<file path="src/rtl/snail_pkg.sv">
// Shared definitions for the snail "01" detector and its downstream monitors:
// FSM state encoding, default window/threshold constants, and a width helper.
package snail_pkg;

    // Burst monitor FSM states, 2-bit encoded.
    typedef enum logic [1:0] {
        ST_IDLE   = 2'd0,
        ST_WINDOW = 2'd1,
        ST_ALERT  = 2'd2
    } state_t;

    // Defaults shared with the detector bench.
    localparam int DEF_WINDOW = 8;
    localparam int DEF_THRESH = 3;
    localparam int DEF_CNT_W  = 8;

    // ceil(log2(v)) but never less than one bit, so a counter always exists.
    function automatic int clog2_min1(input int v);
        return (v <= 2) ? 1 : $clog2(v);
    endfunction

endpackage

</file>
<file path="src/rtl/sat_counter.sv">
// Saturating up-counter: counts inc pulses, sticks at all-ones, never wraps.
// reset and clr both clear it and take priority over inc.
module sat_counter #(
    parameter int W = 8
) (
    input  logic         clk,
    input  logic         reset,
    input  logic         clr,
    input  logic         inc,
    output logic [W-1:0] q
);

    // Count up on inc until all-ones; a clearing cycle drops the pulse.
    always_ff @(posedge clk) begin
        // NOTE: sequential state uses non-blocking (<=) so every flop samples
        // the pre-edge values of its inputs, independent of statement order.
        if (reset || clr) begin
            q <= '0;
        end else if (inc && (q != '1)) begin
            q <= q + W'(1);
        end
    end

endmodule

</file>
<file path="src/rtl/smile_burst_monitor.sv">
// Smile burst monitor: consumes the snail detector's pulse (y), opens a
// window anchored at the first smile, and raises a sticky alert when THRESH
// smiles land inside one WINDOW-cycle window. A saturating lifetime smile
// total is kept for status readout. All outputs are registered.
module smile_burst_monitor
    import snail_pkg::*;
#(
    parameter  int WINDOW = DEF_WINDOW,
    parameter  int THRESH = DEF_THRESH,
    parameter  int CNT_W  = DEF_CNT_W,
    localparam int TMR_W  = clog2_min1(WINDOW),
    localparam int WC_W   = $clog2(THRESH + 1)
) (
    input  logic             clk,
    input  logic             reset,
    input  logic             y,
    input  logic             clr,
    output logic             alert,
    output logic             busy,
    output logic [WC_W-1:0]  win_count,
    output logic [CNT_W-1:0] smile_total
);

    // The timer is loaded with WINDOW-1 when the window opens. The opening
    // pulse's cycle is the first window cycle, so the window's last cycle is
    // the one where the timer has run down to 1. WINDOW==1 loads 0, which
    // also reads as "last cycle", closing the window on the next cycle.
    localparam logic [TMR_W-1:0] TMR_LOAD  = TMR_W'(WINDOW - 1);
    localparam logic [TMR_W-1:0] TMR_ONE   = TMR_W'(1);
    localparam logic [WC_W-1:0]  WC_ONE    = WC_W'(1);
    localparam logic [WC_W-1:0]  WC_THRESH = WC_W'(THRESH);

    state_t           state, state_nxt;
    logic [TMR_W-1:0] timer, timer_nxt;
    logic [WC_W-1:0]  wc_nxt;
    logic             alert_nxt, busy_nxt;
    logic             last_cycle;
    logic             hits_thresh;

    assign last_cycle  = (timer <= TMR_ONE);
    assign hits_thresh = (int'(win_count) + 1 >= THRESH);

    // State register plus the registered outputs derived from the next state.
    always_ff @(posedge clk) begin
        // NOTE: reset is synchronous and active-high; it is only seen on a
        // rising clock edge, so no async path into the flops is built.
        if (reset) begin
            state     <= ST_IDLE;
            timer     <= '0;
            win_count <= '0;
            alert     <= 1'b0;
            busy      <= 1'b0;
        end else begin
            state     <= state_nxt;
            timer     <= timer_nxt;
            win_count <= wc_nxt;
            alert     <= alert_nxt;
            busy      <= busy_nxt;
        end
    end

    // Next-state logic: clr beats y; the window is anchored to its first pulse.
    always_comb begin
        // NOTE: every signal assigned here gets a default first, so no path
        // through the case leaves it unassigned and no latch is inferred.
        state_nxt = state;
        timer_nxt = timer;
        wc_nxt    = win_count;

        if (clr) begin
            state_nxt = ST_IDLE;
            timer_nxt = '0;
            wc_nxt    = '0;
        end else begin
            unique case (state)
                ST_IDLE: begin
                    if (y) begin
                        wc_nxt = WC_ONE;
                        if (THRESH == 1) begin
                            state_nxt = ST_ALERT;
                        end else begin
                            state_nxt = ST_WINDOW;
                            timer_nxt = TMR_LOAD;
                        end
                    end
                end
                ST_WINDOW: begin
                    if (y && hits_thresh) begin
                        state_nxt = ST_ALERT;
                        wc_nxt    = WC_THRESH;
                        timer_nxt = '0;
                    end else if (last_cycle) begin
                        // A non-qualifying pulse on the last cycle is dropped
                        // from the window and does not open a new one.
                        state_nxt = ST_IDLE;
                        wc_nxt    = '0;
                        timer_nxt = '0;
                    end else begin
                        timer_nxt = timer - TMR_ONE;
                        wc_nxt    = win_count + WC_W'(y);
                    end
                end
                ST_ALERT: begin
                    wc_nxt = WC_THRESH;
                end
                default: begin
                    state_nxt = ST_IDLE;
                    timer_nxt = '0;
                    wc_nxt    = '0;
                end
            endcase
        end
    end

    // Output decode from the next state, registered with the state.
    always_comb begin
        alert_nxt = (state_nxt == ST_ALERT);
        busy_nxt  = (state_nxt == ST_WINDOW);
    end

    // Lifetime smile total; clr and reset drop a coincident pulse.
    sat_counter #(
        .W (CNT_W)
    ) u_total (
        .clk   (clk),
        .reset (reset),
        .clr   (clr),
        .inc   (y),
        .q     (smile_total)
    );

endmodule
</file>
<file path="config.mk">
export PLATFORM = sky130hd
export DESIGN_NAME = smile_burst_monitor
export DESIGN_NICKNAME = d
export VERILOG_FILES = /design/src/rtl/snail_pkg.sv /design/src/rtl/sat_counter.sv /design/src/rtl/smile_burst_monitor.sv
export SDC_FILE = /design/constraint.sdc
export NUM_CORES = 1
export LEC_CHECK = 0
export CORE_MARGIN = 10
export CORE_UTILIZATION = 46
export CTS_CLUSTER_DIAMETER = 100
export DETAILED_ROUTE_END_ITERATION = 8
export GPL_ROUTABILITY_DRIVEN = 0
export PLACE_DENSITY = 0.74
export SYNTH_ARGS = -nofsm -noshare
export SYNTH_HDL_FRONTEND = slang
export SYNTH_SLANG_ARGS = --single-unit
export TNS_END_PERCENT = 30
</file>
<file path="constraint.sdc">
create_clock -name clk -period 1.35 [get_ports clk]
set_clock_uncertainty 0.15 [all_clocks]
set_input_delay 0.3375 -clock clk [delete_from_list [all_inputs] [get_ports clk]]
set_output_delay 0.3375 -clock clk [all_outputs]
set_load 0.05 [all_outputs]
</file>
==> impl_metrics.toml <==
[die]
die_height_um = 64.7
pin_count = 16
fp.dieW_um = 64.7
die-area_um2 = 4190
rows = 16
core_area_um2 = 1920
start_util_pct = 47.9

[critical_path]
regToRegStartpoint = "u_total.q[1]"
cp-start-kind = "register"
r2r-end = "u_total.q[5]"
cp_max_fo = 4
reg2reg_depth = 5
cp.required_ps = 860
worstSetupPathType = "register to primary output"
crit_path_start = "u_total.q[1]"
cp_data_arrival_time_ps = 920
endpoint = "smile_total[1]"
endpoint_kind = "primary output"
r2r_slack_ps = -30

[grt]
grt-ovfl-total = 0
busiest_layer = "met2"
grt_max_degree = 11
grt_pass1_vias = 878
antenna_found_initial = 0
use_met2_pct = 18.7
gr-usage-all-layers_pct = 11.7
grt_pass1_wl_mm = 3.99
gr-usage-met1_pct = 14.2
met3_usage_pct = 2.92

[timing]
finalSetupTns_ps = -110
worst_slack_ps = -56.2
post-route-min-period_ps = 1410
timing.final.crit_share_pct = 104
grt_setup_unrepaired = "yes"
slew-limit-headroom_pct = 75.3
clock.fmax_mhz = 711
worst_pin_slew_ps = 370
final_max_slew_viol_count = 0
hold_viol = 0
setup_viol = 5

[cts]
htree_levels = 1
cts_root_buf = "clkbuf_4"
numCtsBuffers = 3
clk_path_buf_depth = 2
clock_latency_ps = 300
cts_tree = "yes"
cts.clk_slew.worst_paths_ps = 100
cts.sinks = 17

[route]
drt_iter0_markers = 52
via_per_inst = 5.76
drcViolationCount = 0
first_pass_iters = 4
via_count = 916
wl_mm = 2.48
wl_per_cell_um = 15.6
ant_nets = 0

[place]
place_area_um2 = 1330
io_buffer_count = 15
dp.cells = 151
dp_slack_ps = -471
place_hpwl_mm = 1.74

[yosys]
ys_warn_count = 0
ys_top_cells_by_count = "17 x dfxtp_1, 9 x nand2_1, 7 x a21oi_1, 5 x a31oi_1, 5 x inv_1"
postSynthAreaPerCell_um2 = 9.20
syn_area_um2 = 920
yosys.area.top_type = "dfxtp_1"
synth_enable_flop_cells = 0
yosys.area.top_type_share_pct = 37.0
synthFlopType = "dfxtp_1"
ys_seq_area_share_pct = 37.0
synth_seq_cells = 17
synthCells = 100
async_reset_ff_share_pct = 0
ys_top_cells_by_area = "dfxtp_1 37%, ha_1 5.4%, a21oi_1 3.8%"
synthDistinctLibCells = 41
syn_nets = 108
yosysMostFrequentCell = "dfxtp_1"

[outcome]
violations = "setup timing"
outcome = "complete, but fails checks"

[power]
power_density_nw_per_um2 = 662
cellLeakagePower_uw = 0.000541
ir_drop_mv = 0.622

[finish]
final_cells = 159
areaGrowthSynthToFinish_pct = 61.2
nets = 141
diodes = 0
final_area_um2 = 1480
fillers = 120
final_layout_size_suffix_gt1_share_pct = 48.5

[worst_hold_path]
hp-class = "primary input to register"
hold_depth = 3

[run]
drv_cap = 0
worst min path at each step:
stage	from	end
after floorplan	reset	u_total.q[5]
after global placement	u_total.q[4]	u_total.q[4]
after detailed placement	u_total.q[4]	u_total.q[4]
after CTS	u_total.q[4]	u_total.q[4]
after global routing	clr	u_total.q[5]
final	clr	u_total.q[5]
cells by family after synthesis:
kind of cell             share of synthesized area [%]
AND/OR/NAND/NOR                                   23.7
buffers and inverters                             4.63
multiplexers                                      3.27
adder cells (fa/ha/maj)                           5.44
AO/OA/AOI/OAI                                     26.0
flip-flops                                        37.0
area by class of cell:
class	count	area (um^2)	share of cell area [%]
sequential	17	377	25.4
timing repair buffer	32	412	27.8
tap	27	33.8	2.28
clock buffer	4	26.3	1.77
inverter	5	18.8	1.27
multi-input combinational	74	616	41.5
power by group:
| part | switching (uW) | internal (uW) |
|---|---|---|
| Clock | 172 | 115 |
| Sequential | 16.8 | 497 |
| Combinational | 87.8 | 92.1 |
critical path: stages (launching register included):
cell	delay, ps
dfxtp_4	360
buf_6	120
buf_12	140
what timing repair did:
| action | in CTS | in global routing |
|---|---|---|
| pin swaps | 6 | 4 |
| gates resized for setup | 16 | 12 |
| setup endpoints to repair | 18 | 20 |
| cloned | 1 | 0 |
| buffers inserted | 3 | 1 |
| hold buffers | 0 | 0 |
cells in the final DEF, fill, tap and decap left out, drive strengths merged, types with 4 or more instances in the layout:
cell type,synthesis,final
buf,2,29
dfxtp,17,17
o21ai,4,4
and4,4,4
inv,5,5
clkbuf,2,4
a21oi,7,7
a31oi,5,5
nand2,9,9
a211oi,5,5
ha,4,4
metal layers:
| metal | part of all wire, % | vias up | wire length (um) |
|---|---|---|---|
| li1 | - | 449 | - |
| met1 | 42 | 427 | 1040 |
| met2 | 51 | 33 | 1250 |
| met3 | 5.2 | 7 | 128 |
| met4 | 2.3 | 0 | 56 |
| met5 | 0 | - | 0 |
state kept, by name, indices dropped and copies added, names as in the netlist:
register	count
win_count	2
u_total.q	8
timer	3
busy	1
alert	1
state	2
stage by stage:
stage          hold WS [ps]  total power, uW  util, %
2_1_floorplan           356              617        -
3_3_place_gp            352              682     69.3
3_5_place_dp            347              686     69.3
4_1_cts                 366              975     74.3
5_1_grt                 294             1020     77.1
6_report                238              981     77.1
No activity file was read; power rests on OpenSTA's default activity.
